<file path="config.mk">
export PLATFORM = sky130hd
export DESIGN_NAME = datain_buf_rx
export DESIGN_NICKNAME = d
export VERILOG_FILES = /design/src/rtl/datain_buf_rx.sv
export SDC_FILE = /design/constraint.sdc
export NUM_CORES = 1
export LEC_CHECK = 0
export ABC_AREA = 0
export ABC_CLOCK_PERIOD_IN_PS = 3800
export CAP_MARGIN = 20
export CORE_MARGIN = 5
export CORE_UTILIZATION = 43
export DETAILED_ROUTE_END_ITERATION = 10
export PLACE_DENSITY = 0.6
export SYNTH_ARGS = -nofsm -noshare
export SYNTH_HDL_FRONTEND = slang
export SYNTH_SLANG_ARGS = --single-unit
export TNS_END_PERCENT = 30
</file>
<file path="constraint.sdc">
create_clock -name clk -period 3.8 [get_ports clk]
set_input_delay 0.38 -clock clk [delete_from_list [all_inputs] [get_ports clk]]
set_output_delay 0.38 -clock clk [all_outputs]
set_load 0.03 [all_outputs]
</file>
<file path="src/rtl/datain_buf_rx.sv">
// Receive-side capture buffer: stores one packet of DEPTH flits from the upstream
// dataout buffer and offers registered random-access readback of the capture.
module datain_buf_rx #(
  parameter int WIDTH = 20,
  parameter int DEPTH = 30
) (
  input  logic             clk,
  input  logic             RST,
  input  logic [WIDTH-1:0] datain,
  input  logic             in_valid,
  input  logic             clear,
  input  logic [4:0]       rd_addr,
  output logic [WIDTH-1:0] rd_data,
  output logic [4:0]       flit_cnt,
  output logic             recv_done,
  output logic             overflow,
  output logic [1:0]       fsm_state
);

  // Flow contract: in_valid qualifies datain for exactly one cycle and there is
  // no ready/backpressure; a flit presented while clear=1 or in DONE is dropped.

  localparam int AW = 5;
  localparam logic [AW-1:0] LAST_ADDR = AW'(DEPTH - 1);
  localparam logic [AW-1:0] FULL_CNT  = AW'(DEPTH);

  typedef enum logic [1:0] {
    ST_IDLE = 2'd0,
    ST_RECV = 2'd1,
    ST_DONE = 2'd2
  } state_e;

  state_e           state_q;
  logic [AW-1:0]    wr_addr_q;
  logic [AW-1:0]    flit_cnt_q;
  logic             recv_done_q;
  logic             overflow_q;
  logic [WIDTH-1:0] rd_data_q;

  logic [WIDTH-1:0] mem_q [DEPTH];

  logic             mem_we;
  logic [AW-1:0]    mem_waddr;
  logic             rd_in_range;

  // Write strobe: clear always wins, and DONE never writes, so the
  // write address can never leave 0..DEPTH-1.
  always_comb begin
    mem_we    = 1'b0;
    mem_waddr = '0;
    if (!clear && in_valid) begin
      case (state_q)
        ST_IDLE: begin
          mem_we    = 1'b1;
          mem_waddr = '0;
        end
        ST_RECV: begin
          mem_we    = 1'b1;
          mem_waddr = wr_addr_q;
        end
        default: begin
          mem_we    = 1'b0;
          mem_waddr = '0;
        end
      endcase
    end
  end

  always_ff @(posedge clk or negedge RST) begin
    if (!RST) begin
      state_q     <= ST_IDLE;
      wr_addr_q   <= '0;
      flit_cnt_q  <= '0;
      recv_done_q <= 1'b0;
      overflow_q  <= 1'b0;
    end else if (clear) begin
      state_q     <= ST_IDLE;
      wr_addr_q   <= '0;
      flit_cnt_q  <= '0;
      recv_done_q <= 1'b0;
      overflow_q  <= 1'b0;
    end else begin
      case (state_q)
        ST_IDLE: begin
          if (in_valid) begin
            wr_addr_q  <= AW'(1);
            flit_cnt_q <= AW'(1);
            state_q    <= ST_RECV;
          end
        end
        ST_RECV: begin
          if (in_valid) begin
            if (wr_addr_q == LAST_ADDR) begin
              // wr_addr parks on the last slot rather than wrapping.
              flit_cnt_q  <= FULL_CNT;
              recv_done_q <= 1'b1;
              state_q     <= ST_DONE;
            end else begin
              wr_addr_q  <= wr_addr_q + AW'(1);
              flit_cnt_q <= flit_cnt_q + AW'(1);
            end
          end
        end
        ST_DONE: begin
          if (in_valid) begin
            overflow_q <= 1'b1;
          end
        end
        default: begin
          state_q <= ST_IDLE;
        end
      endcase
    end
  end

  // Capture storage is deliberately not reset; contents survive RST and clear.
  always_ff @(posedge clk) begin
    if (mem_we) begin
      mem_q[mem_waddr] <= datain;
    end
  end

  assign rd_in_range = (rd_addr <= LAST_ADDR);

  // Nonblocking read of mem_q gives read-before-write on a same-address collision.
  always_ff @(posedge clk or negedge RST) begin
    if (!RST) begin
      rd_data_q <= '0;
    end else if (rd_in_range) begin
      rd_data_q <= mem_q[rd_addr];
    end else begin
      rd_data_q <= '0;
    end
  end

  assign rd_data   = rd_data_q;
  assign flit_cnt  = flit_cnt_q;
  assign recv_done = recv_done_q;
  assign overflow  = overflow_q;
  assign fsm_state = state_q;

endmodule

</file>
==> out/summary.txt <==
Die Ht - 247 µm
Antenna violations before repair - 3
WP buf/inv - 1
Ys flop type - edfxtp_1
Syn nets - 1242
Clock tree buffer depth - 3
Cell Chain, Critical Path - nor3b_1 > nand2_1 > or3_1 > nor2_2 > buf_4
Slew @ Worst Pin - 0.990 ns
Pre-antenna DRT Iters - 5
PD cells - 515 mW/mm²
Seq cells post-synth - 634
Sequential area share after synthesis - 77.9%
Remaining DRCs - 0
RD Place Congestion - 0.823
Cell family with most CP delay - simple AND/OR/NAND/NOR gates
Lkg Pwr - 0.00915 µW
Post-synthesis adder-cell area fraction - 0.155%
CP peak stage delay - 0.62 ns
Crit-path slowest cell - or3_1
Syn Area/Cell - 20.0 µm²
Mapped Cells - 1210
WP data arrival - 3.06 ns
Rows - 87
H-tree level count - 2
Post-synth EDFFs - 600
CTS sink count - 634
Final wirelength - 57.1 mm
Mapped Area - 0.0242 mm²
Crit-path max FO - 20
Max Transition Viols Final - 0
Xor/xnor cell area share of the yosys netlist - 0%
Max cap viols - 0
Kind of critical path - flop to flop
Min-delay worst type - input port to async pin
DP Wirelength - 34.4 mm
YS warnings - 0
Initial DRC count - 1314
FILL cells - 4527
Cts repair resizes - 0
Vias per cell - 5.65
Fin crit period - 2.76 ns
Die X-Extent - 247 µm
Synth cell types - 47
Slew HR - 34.0%
Clk_lat worst skew - 0.63 ns
Starting density of the core - 43.2%
I/O pin count - 58
Layout Skew - 0.0334 ns
Layout area overhead - 15.7%
Status - completed
Via Count - 12100
Required time worst endpoint - 4.09 ns
Inserted Diodes - 0
Largest net degree at the start of global routing - 88
Core area - 0.0561 mm²
CP endpoint kind - flop
Cells on worst reg2reg path - 5
Post-route ant nets - 0
Startpoint types - flop
PortBufs - 57
Gr usage total - 18.7%
Total CTS buffers - 61
Mux contribution to synthesized area - 11.9%
Commonest non-fill, non-tap cells in the layout - edfxtp_1 (600), mux4_2 (90), buf_4 (66)
Vias in the first global route - 12500
CTS Hold Bufs - 1
RSZ-0062 raised after global routing - no
Largest family of logic cells by synthesized area - multiplexers
Reg2Reg Setup Slack - 1.04 ns
Total Neg Setup Slack - 0 ns
Multi-input logic area - 0.00505 mm²
Total die area - 0.0611 mm²
Final Hold Fails - 0
Final period util - 72.7%
Fin util - 50.0%
First-pass GRT wire length - 83.5 mm
Clock-pin slew on the worst setup and hold paths - 0.06 ns
Post-Synth Simple-Gate Area - 3.36%
Critical path depth - 5
Final setup violation count - 0
GR Overflow Total - 0
Routed len/inst - 26.7 µm
Post-synthesis compound-gate area fraction - 5.05%
Clock root buffer - clkbuf_16
FF-to-FF End - mem_q[26][12]
Max frequency - 362 MHz
Async S/R FF share, synth - 5.36%
CTS tree - built
Critical R2R Launch - fsm_state[0]
Fin nets - 1362
Commonest non-fill, non-tap cell in the layout - edfxtp_1
Total setup buffers inserted after CTS - 0
Reg area - 0.0189 mm²
Share of layout cells above drive strength 1 - 21.4%
Worst IR drop on VDD - 0.362 mV
==> cell usage after synthesis (3+ instances only) <==
cell / count / area, µm²
edfxtp_1: 600 / 18000
mux4_2: 90 / 2030
mux2i_1: 60 / 601
nor2_1: 58 / 218
a22oi_1: 41 / 308
clkbuf_1: 36 / 135
dfrtp_1: 34 / 851
nand2_1: 30 / 113
a31oi_1: 23 / 144
nor2b_1: 22 / 138
o22ai_1: 21 / 131
nor3_1: 20 / 100
a211o_1: 19 / 166
a211oi_1: 19 / 143
a221oi_1: 19 / 166
buf_2: 17 / 85.1
o21ai_0: 12 / 60.1
mux4_1: 9 / 236
nand3_1: 8 / 40.0
buf_1: 7 / 26.3
buf_6: 7 / 78.8
nand4_1: 7 / 43.8
inv_1: 6 / 22.5
a21oi_1: 4 / 20.0
buf_4: 4 / 30.0
nor3b_1: 4 / 30.0
or3_1: 4 / 25.0
a22o_1: 3 / 26.3
ha_1: 3 / 37.5
==> registers in the layout, indices dropped and copies added (netlist names) <==
| register | count |
|---|---|
| overflow | 1 |
| fsm_state | 2 |
| flit_cnt | 5 |
| mem_q | 600 |
| wr_addr_q | 5 |
| recv_done | 1 |
| rd_data | 20 |
==> worst max-delay path by stage <==
stage                     slack, ns         start       endpoint
final                          1.04  fsm_state[0]  mem_q[26][12]
after global routing           0.88  fsm_state[0]  mem_q[26][12]
after CTS                      1.03  fsm_state[0]    mem_q[6][2]
after detailed placement       0.64    rd_addr[3]    rd_data[10]
after global placement         0.70    rd_addr[3]    rd_data[10]
after floorplan                0.99  fsm_state[1]    mem_q[6][0]
==> metrics by stage <==
| step | hold WS [ns] | total power (µW) | setup WS, ns | instance area, µm² | std cells |
|---|---|---|---|---|---|
| detailed placement | 0.490 | 8650 | 0.635 | 26000 | 2022 |
| floorplan | 0.0844 | 8250 | 0.989 | 24200 | 1210 |
| CTS | 0.396 | 14600 | 1.03 | 28000 | 2137 |
| global placement | 0.502 | 8640 | 0.695 | 26000 | 2022 |
| finish | 0.415 | 14400 | 1.04 | 28000 | 2137 |
| global route | 0.416 | 14900 | 0.879 | 28000 | 2137 |
==> area by class of cell <==
cell class | count | area share (%)
multi-input cells | 499 | 18.0
clock inverters | 28 | 0.800
flip-flops and latches | 634 | 67.4
inverters | 6 | 0.0804
repair buffers | 128 | 4.07
well taps | 756 | 3.38
clock buffers | 86 | 6.30
==> logic make-up (layout without fill, tap and decap cells) <==
| group | after synthesis | in the layout |
|---|---|---|
| buffers and inverters | 77 | 248 |
| AND/OR/NAND/NOR | 167 | 167 |
| flip-flops | 634 | 634 |
| multiplexers | 161 | 161 |
| adder cells (fa/ha/maj) | 3 | 3 |
| AO/OA/AOI/OAI | 168 | 168 |
==> layer usage <==
metal  vias to the layer above  part of all wire, %  GRT usage [%]  routed length, µm
met5                         -                0.018              0                 10
met4                         2                  3.1           5.83               1750
met3                        98                  7.5           4.00               4260
met2                       454                   47           29.7              27000
met1                      6273                   42           26.3              24000
li1                       5257                    -              -                  -
==> power breakdown <==
| group | switching [µW] | internal (µW) | leakage (µW) |
|---|---|---|---|
| clock | 2500 | 3430 | 0.000977 |
| combinational | 509 | 278 | 0.00235 |
| sequential | 27.0 | 7690 | 0.00583 |
| total | 3040 | 11400 | 0.00915 |
Power figures use the tool's default switching activity.
